$ cat src/rtl/shift_register_en.sv
// shift_register_en: serial-in / parallel-out shift register with clock enable.
//
// Parameters
//   WIDTH       register length in bits (legal 2..64)
//   RESET_VALUE contents loaded while rst is low
//   SHIFT_LEFT  1: d enters q[0] and data moves toward q[WIDTH-1]
//               0: d enters q[WIDTH-1] and data moves toward q[0]
//
// Ports
//   clk   rising-edge clock
//   rst   asynchronous active-low reset
//   en    shift enable, sampled on rising clk
//   d     serial data in
//   q     parallel contents, driven straight from the flops
//   sout  (only with SHIFT_REGISTER_EN_SOUT_EN defined) registered copy of
//         the bit pushed off the far end at each enabled shift; resets to 0
//
// Optional feature macro: SHIFT_REGISTER_EN_SOUT_EN
module shift_register_en #(
  parameter int unsigned           WIDTH       = 8,
  parameter logic [WIDTH-1:0]      RESET_VALUE = '0,
  parameter bit                    SHIFT_LEFT  = 1'b1
) (
  input  logic             clk,
  input  logic             rst,
  input  logic             en,
  input  logic             d,
  output logic [WIDTH-1:0] q
`ifdef SHIFT_REGISTER_EN_SOUT_EN
  ,
  output logic             sout
`endif
);

  logic [WIDTH-1:0] q_q, q_d;
  logic [WIDTH-1:0] shifted;

  // Direction is fixed at elaboration; only one shifter is built.
  generate
    if (SHIFT_LEFT) begin : g_left
      assign shifted = {q_q[WIDTH-2:0], d};
    end else begin : g_right
      assign shifted = {d, q_q[WIDTH-1:1]};
    end
  endgenerate

  always_comb begin
    q_d = q_q;
    if (en) q_d = shifted;
  end

  always_ff @(posedge clk or negedge rst) begin
    if (!rst) q_q <= RESET_VALUE;
    else      q_q <= q_d;
  end

  assign q = q_q;

`ifdef SHIFT_REGISTER_EN_SOUT_EN
  logic sout_q, sout_d;
  logic far_bit;

  // The bit about to fall off the register on the next enabled shift.
  assign far_bit = SHIFT_LEFT ? q_q[WIDTH-1] : q_q[0];

  always_comb begin
    sout_d = sout_q;
    if (en) sout_d = far_bit;
  end

  always_ff @(posedge clk or negedge rst) begin
    if (!rst) sout_q <= 1'b0;
    else      sout_q <= sout_d;
  end

  assign sout = sout_q;
`endif

endmodule

$ cat config.mk
export PLATFORM = sky130hd
export DESIGN_NAME = shift_register_en
export DESIGN_NICKNAME = d
export VERILOG_FILES = /design/src/rtl/shift_register_en.sv
export SDC_FILE = /design/constraint.sdc
export NUM_CORES = 1
export LEC_CHECK = 0
export CAP_MARGIN = 20
export CORE_AREA = 8 8 45 47
export CTS_BUF_LIST = sky130_fd_sc_hd__clkbuf_4 sky130_fd_sc_hd__clkbuf_8 sky130_fd_sc_hd__clkbuf_16
export CTS_CLUSTER_SIZE = 8
export DETAILED_ROUTE_END_ITERATION = 12
export DIE_AREA = 0 0 53 55
export SYNTH_ARGS = -nofsm -noshare
export SYNTH_HDL_FRONTEND = slang
export SYNTH_SLANG_ARGS = --single-unit
export TNS_END_PERCENT = 30
$ cat constraint.sdc
create_clock -name clk -period 2.25 [get_ports clk]
set_input_delay 0.45 -clock clk [delete_from_list [all_inputs] [get_ports clk]]
set_output_delay 0.45 -clock clk [all_outputs]
set_load 0.1 [all_outputs]
==> run_summary.xml <==
<?xml version="1.0" encoding="UTF-8"?>
<metrics>
  <group name="outcome">
    <metric name="status" unit="">complete, no violations</metric>
  </group>
  <group name="hold_path">
    <metric name="worst_hold_path_type" unit="">in2async</metric>
  </group>
  <group name="synthesis">
    <metric name="yosys_warnings" unit="">0</metric>
    <metric name="synth_simple_gate_area_share" unit="%">0</metric>
    <metric name="syn-cell-area" unit="µm²">331.6</metric>
    <metric name="synth_compound_gate_area_share" unit="%">0</metric>
    <metric name="xor_xnor_fraction_of_synth_area" unit="%">0</metric>
    <metric name="dominantRegCellSynth" unit="">sky130_fd_sc_hd__dfrtp_1</metric>
    <metric name="synth_top_cells_by_area" unit="">sky130_fd_sc_hd__dfrtp_1 (60%), sky130_fd_sc_hd__mux2_4 (36%), sky130_fd_sc_hd__buf_6 (3.4%)</metric>
    <metric name="synth.largest_area_cell" unit="">sky130_fd_sc_hd__dfrtp_1</metric>
    <metric name="syn-num-nets" unit="">21</metric>
    <metric name="post_synthesis_cell_type_count" unit="">3</metric>
    <metric name="synth_async_sr_flop_share" unit="%">100.0</metric>
    <metric name="ys_ff_latch" unit="">8</metric>
    <metric name="synth_top_family_by_area" unit="">multiplexers</metric>
    <metric name="yosys-mux-area-fraction" unit="%">36.23</metric>
    <metric name="synthDominantCellAreaShare" unit="%">60.38</metric>
    <metric name="synth_edf_count" unit="">0</metric>
    <metric name="synth_area_per_inst" unit="µm²">19.50</metric>
    <metric name="synth_commonest_cells" unit="">sky130_fd_sc_hd__dfrtp_1 (8), sky130_fd_sc_hd__mux2_4 (8), sky130_fd_sc_hd__buf_6 (1)</metric>
    <metric name="gate_count_after_technology_mapping" unit="">17</metric>
    <metric name="ys_seq_area_share" unit="%">60.38</metric>
    <metric name="post_synth_fa_ha_maj_area_fraction" unit="%">0</metric>
  </group>
  <group name="sta">
    <metric name="max_freq" unit="MHz">688.6</metric>
    <metric name="setup_viol" unit="">0</metric>
    <metric name="slew_headroom" unit="%">66.30</metric>
    <metric name="final-max-slew-violation-count" unit="">0</metric>
    <metric name="worst_slew_pin_slew" unit="ns">0.5039</metric>
    <metric name="fin_worst_skew" unit="ns">0.002661</metric>
    <metric name="report.final.hold_viol_count" unit="">0</metric>
    <metric name="grt_setup_unrepaired" unit="">no</metric>
    <metric name="final_critical_path_time_including_i_o_delays_and_setup" unit="ns">1.452</metric>
    <metric name="final_min_period_over_clock_period" unit="%">64.54</metric>
    <metric name="tns" unit="ns">0</metric>
  </group>
  <group name="global_routing">
    <metric name="grt_overflow_total" unit="">0</metric>
    <metric name="number_of_antenna_violations_at_the_first_check_in_global_routing" unit="">0</metric>
    <metric name="grt_pass1_vias" unit="">252</metric>
    <metric name="grt_max_degree" unit="">9</metric>
    <metric name="all_layer_global_routing_usage" unit="%">5.556</metric>
    <metric name="grt_pass1_wl" unit="mm">1.145</metric>
  </group>
  <group name="clock_tree">
    <metric name="cts_root_buffer" unit="">sky130_fd_sc_hd__clkbuf_4</metric>
    <metric name="clock-sinks" unit="">8</metric>
    <metric name="cts_setup_buffers" unit="">0</metric>
    <metric name="tritoncts_clock_tree" unit="">built</metric>
    <metric name="cts-buffers-inserted" unit="">3</metric>
    <metric name="clock_insertion_delay_worst_skew" unit="ns">0.24</metric>
    <metric name="cts.clk_slew.worst_paths" unit="ns">0.05</metric>
    <metric name="htreeDepth" unit="">1</metric>
    <metric name="cts_buffer_depth" unit="">2</metric>
    <metric name="post_cts.resized_instances" unit="">0</metric>
    <metric name="hold_buffers" unit="">0</metric>
  </group>
  <group name="cells_and_area">
    <metric name="largest_register_ff_count" unit="">8</metric>
    <metric name="layout-area-overhead-vs-synth" unit="%">36.60</metric>
    <metric name="num-nets-final" unit="">36</metric>
    <metric name="fraction_of_final_layout_cells_with_drive_strength_greater_than_1" unit="%">63.33</metric>
    <metric name="antennaDiodeCount" unit="">0</metric>
  </group>
  <group name="worst_setup_path">
    <metric name="critPathBufInv" unit="">1</metric>
    <metric name="critPathTopFamily" unit="">buffers and inverters</metric>
    <metric name="timing.critical_path.slowest_stage_cell" unit="">sky130_fd_sc_hd__clkdlybuf4s50_1</metric>
    <metric name="required_time_of_the_worst_setup_path" unit="ns">2.38</metric>
    <metric name="crit_arrival" unit="ns">1.58</metric>
    <metric name="cp-start-kind" unit="">primary input</metric>
    <metric name="timing.critical_path.cells" unit="">clkdlybuf4s50_1, mux2_4</metric>
    <metric name="cpPeakStageDelay" unit="ns">0.78</metric>
    <metric name="worst-setup-path-type" unit="">in2reg</metric>
    <metric name="critical_path.endpoint_type" unit="">flop</metric>
    <metric name="reg2reg_setup_slack" unit="ns">1.47</metric>
    <metric name="critPathMaxFanout" unit="">8</metric>
  </group>
  <group name="route">
    <metric name="post-route-drc-count" unit="">0</metric>
    <metric name="drt-met1-wl" unit="µm">271</metric>
    <metric name="drt_iter0_markers" unit="">0</metric>
    <metric name="wl_met3" unit="µm">119</metric>
    <metric name="wire_per_inst" unit="µm">13.74</metric>
    <metric name="route.antenna.remaining_nets" unit="">0</metric>
    <metric name="drtPass1Iterations" unit="">1</metric>
    <metric name="route.met2.wl" unit="µm">241</metric>
    <metric name="detailroute.via_count" unit="">192</metric>
    <metric name="drt-vias-per-instance" unit="">4.174</metric>
    <metric name="topRoutingLayerUsed" unit="">met3</metric>
    <metric name="totalWireLength" unit="µm">632</metric>
  </group>
  <group name="floorplan">
    <metric name="initial_util" unit="%">23.96</metric>
    <metric name="coreArea" unit="mm²">0.001384</metric>
    <metric name="chip_height" unit="µm">55</metric>
    <metric name="die-area" unit="mm²">0.002915</metric>
    <metric name="ios" unit="">12</metric>
    <metric name="die_width" unit="µm">53</metric>
    <metric name="placement_rows" unit="">14</metric>
  </group>
  <group name="placed_design">
    <metric name="port-buffer-count" unit="">11</metric>
    <metric name="gpl.final_weighted_congestion" unit="">0.6401</metric>
  </group>
  <group name="run">
    <metric name="maxCapViolCount" unit="">0</metric>
  </group>
</metrics>
-- cell families (layout without fill, tap and decap cells) --
| kind of cell | Yosys count | in the layout |
|---|---|---|
| buf+inv | 1 | 14 |
| flops | 8 | 8 |
| mux | 8 | 8 |
-- metal layers --
| layer | global-route usage (%) | vias up |
|---|---|---|
| li1 | - | 86 |
| met4 | 3.879 | 0 |
| met1 | 5.573 | 94 |
| met5 | 0 | - |
| met2 | 7.227 | 12 |
| met3 | 5.080 | 0 |
-- final timing paths --
path | from | to | cells after the start
worst max-delay path | en | q[2] | 2
worst min-delay path | rst | q[7] | 1
worst max register to register | q[2] | q[2] | 1
max in group asynchronous | rst | q[6] | 1
min in group clk | q[7] | q[7] | 1
worst min register to register | q[7] | q[7] | 1
-- cell type report --
type | count | area (µm²)
clock buffers | 3 | 22.52
fillers | 139 | 930.9
multi-input cells | 8 | 120.1
flip-flops and latches | 8 | 200.2
well taps | 16 | 20.02
repair buffers | 11 | 90.09
-- metrics by stage --
step	utilization, %	instance area [µm²]	setup slack [ns]	hold WS [ns]	std cells
after global placement	31.10	430.4	0.5721	0.5036	43
after detailed placement	31.10	430.4	0.5329	0.5179	43
after global routing	32.73	452.9	0.7806	0.4972	46
after CTS	32.73	452.9	0.8052	0.4799	46
after floorplan	-	331.6	0.8880	0.1544	17
final	32.73	452.9	0.7978	0.4779	46
-- cells in the final DEF (no fill, tap or decap), drive strengths merged --
| master | netlist | layout |
|---|---|---|
| clkdlybuf4s50 | 0 | 3 |
| clkbuf | 0 | 3 |
| mux2 | 8 | 8 |
| dfrtp | 8 | 8 |
| buf | 1 | 8 |
Power is not shown: default switching activity piles up to over one toggle a cycle in this logic, so the estimate is an artifact.
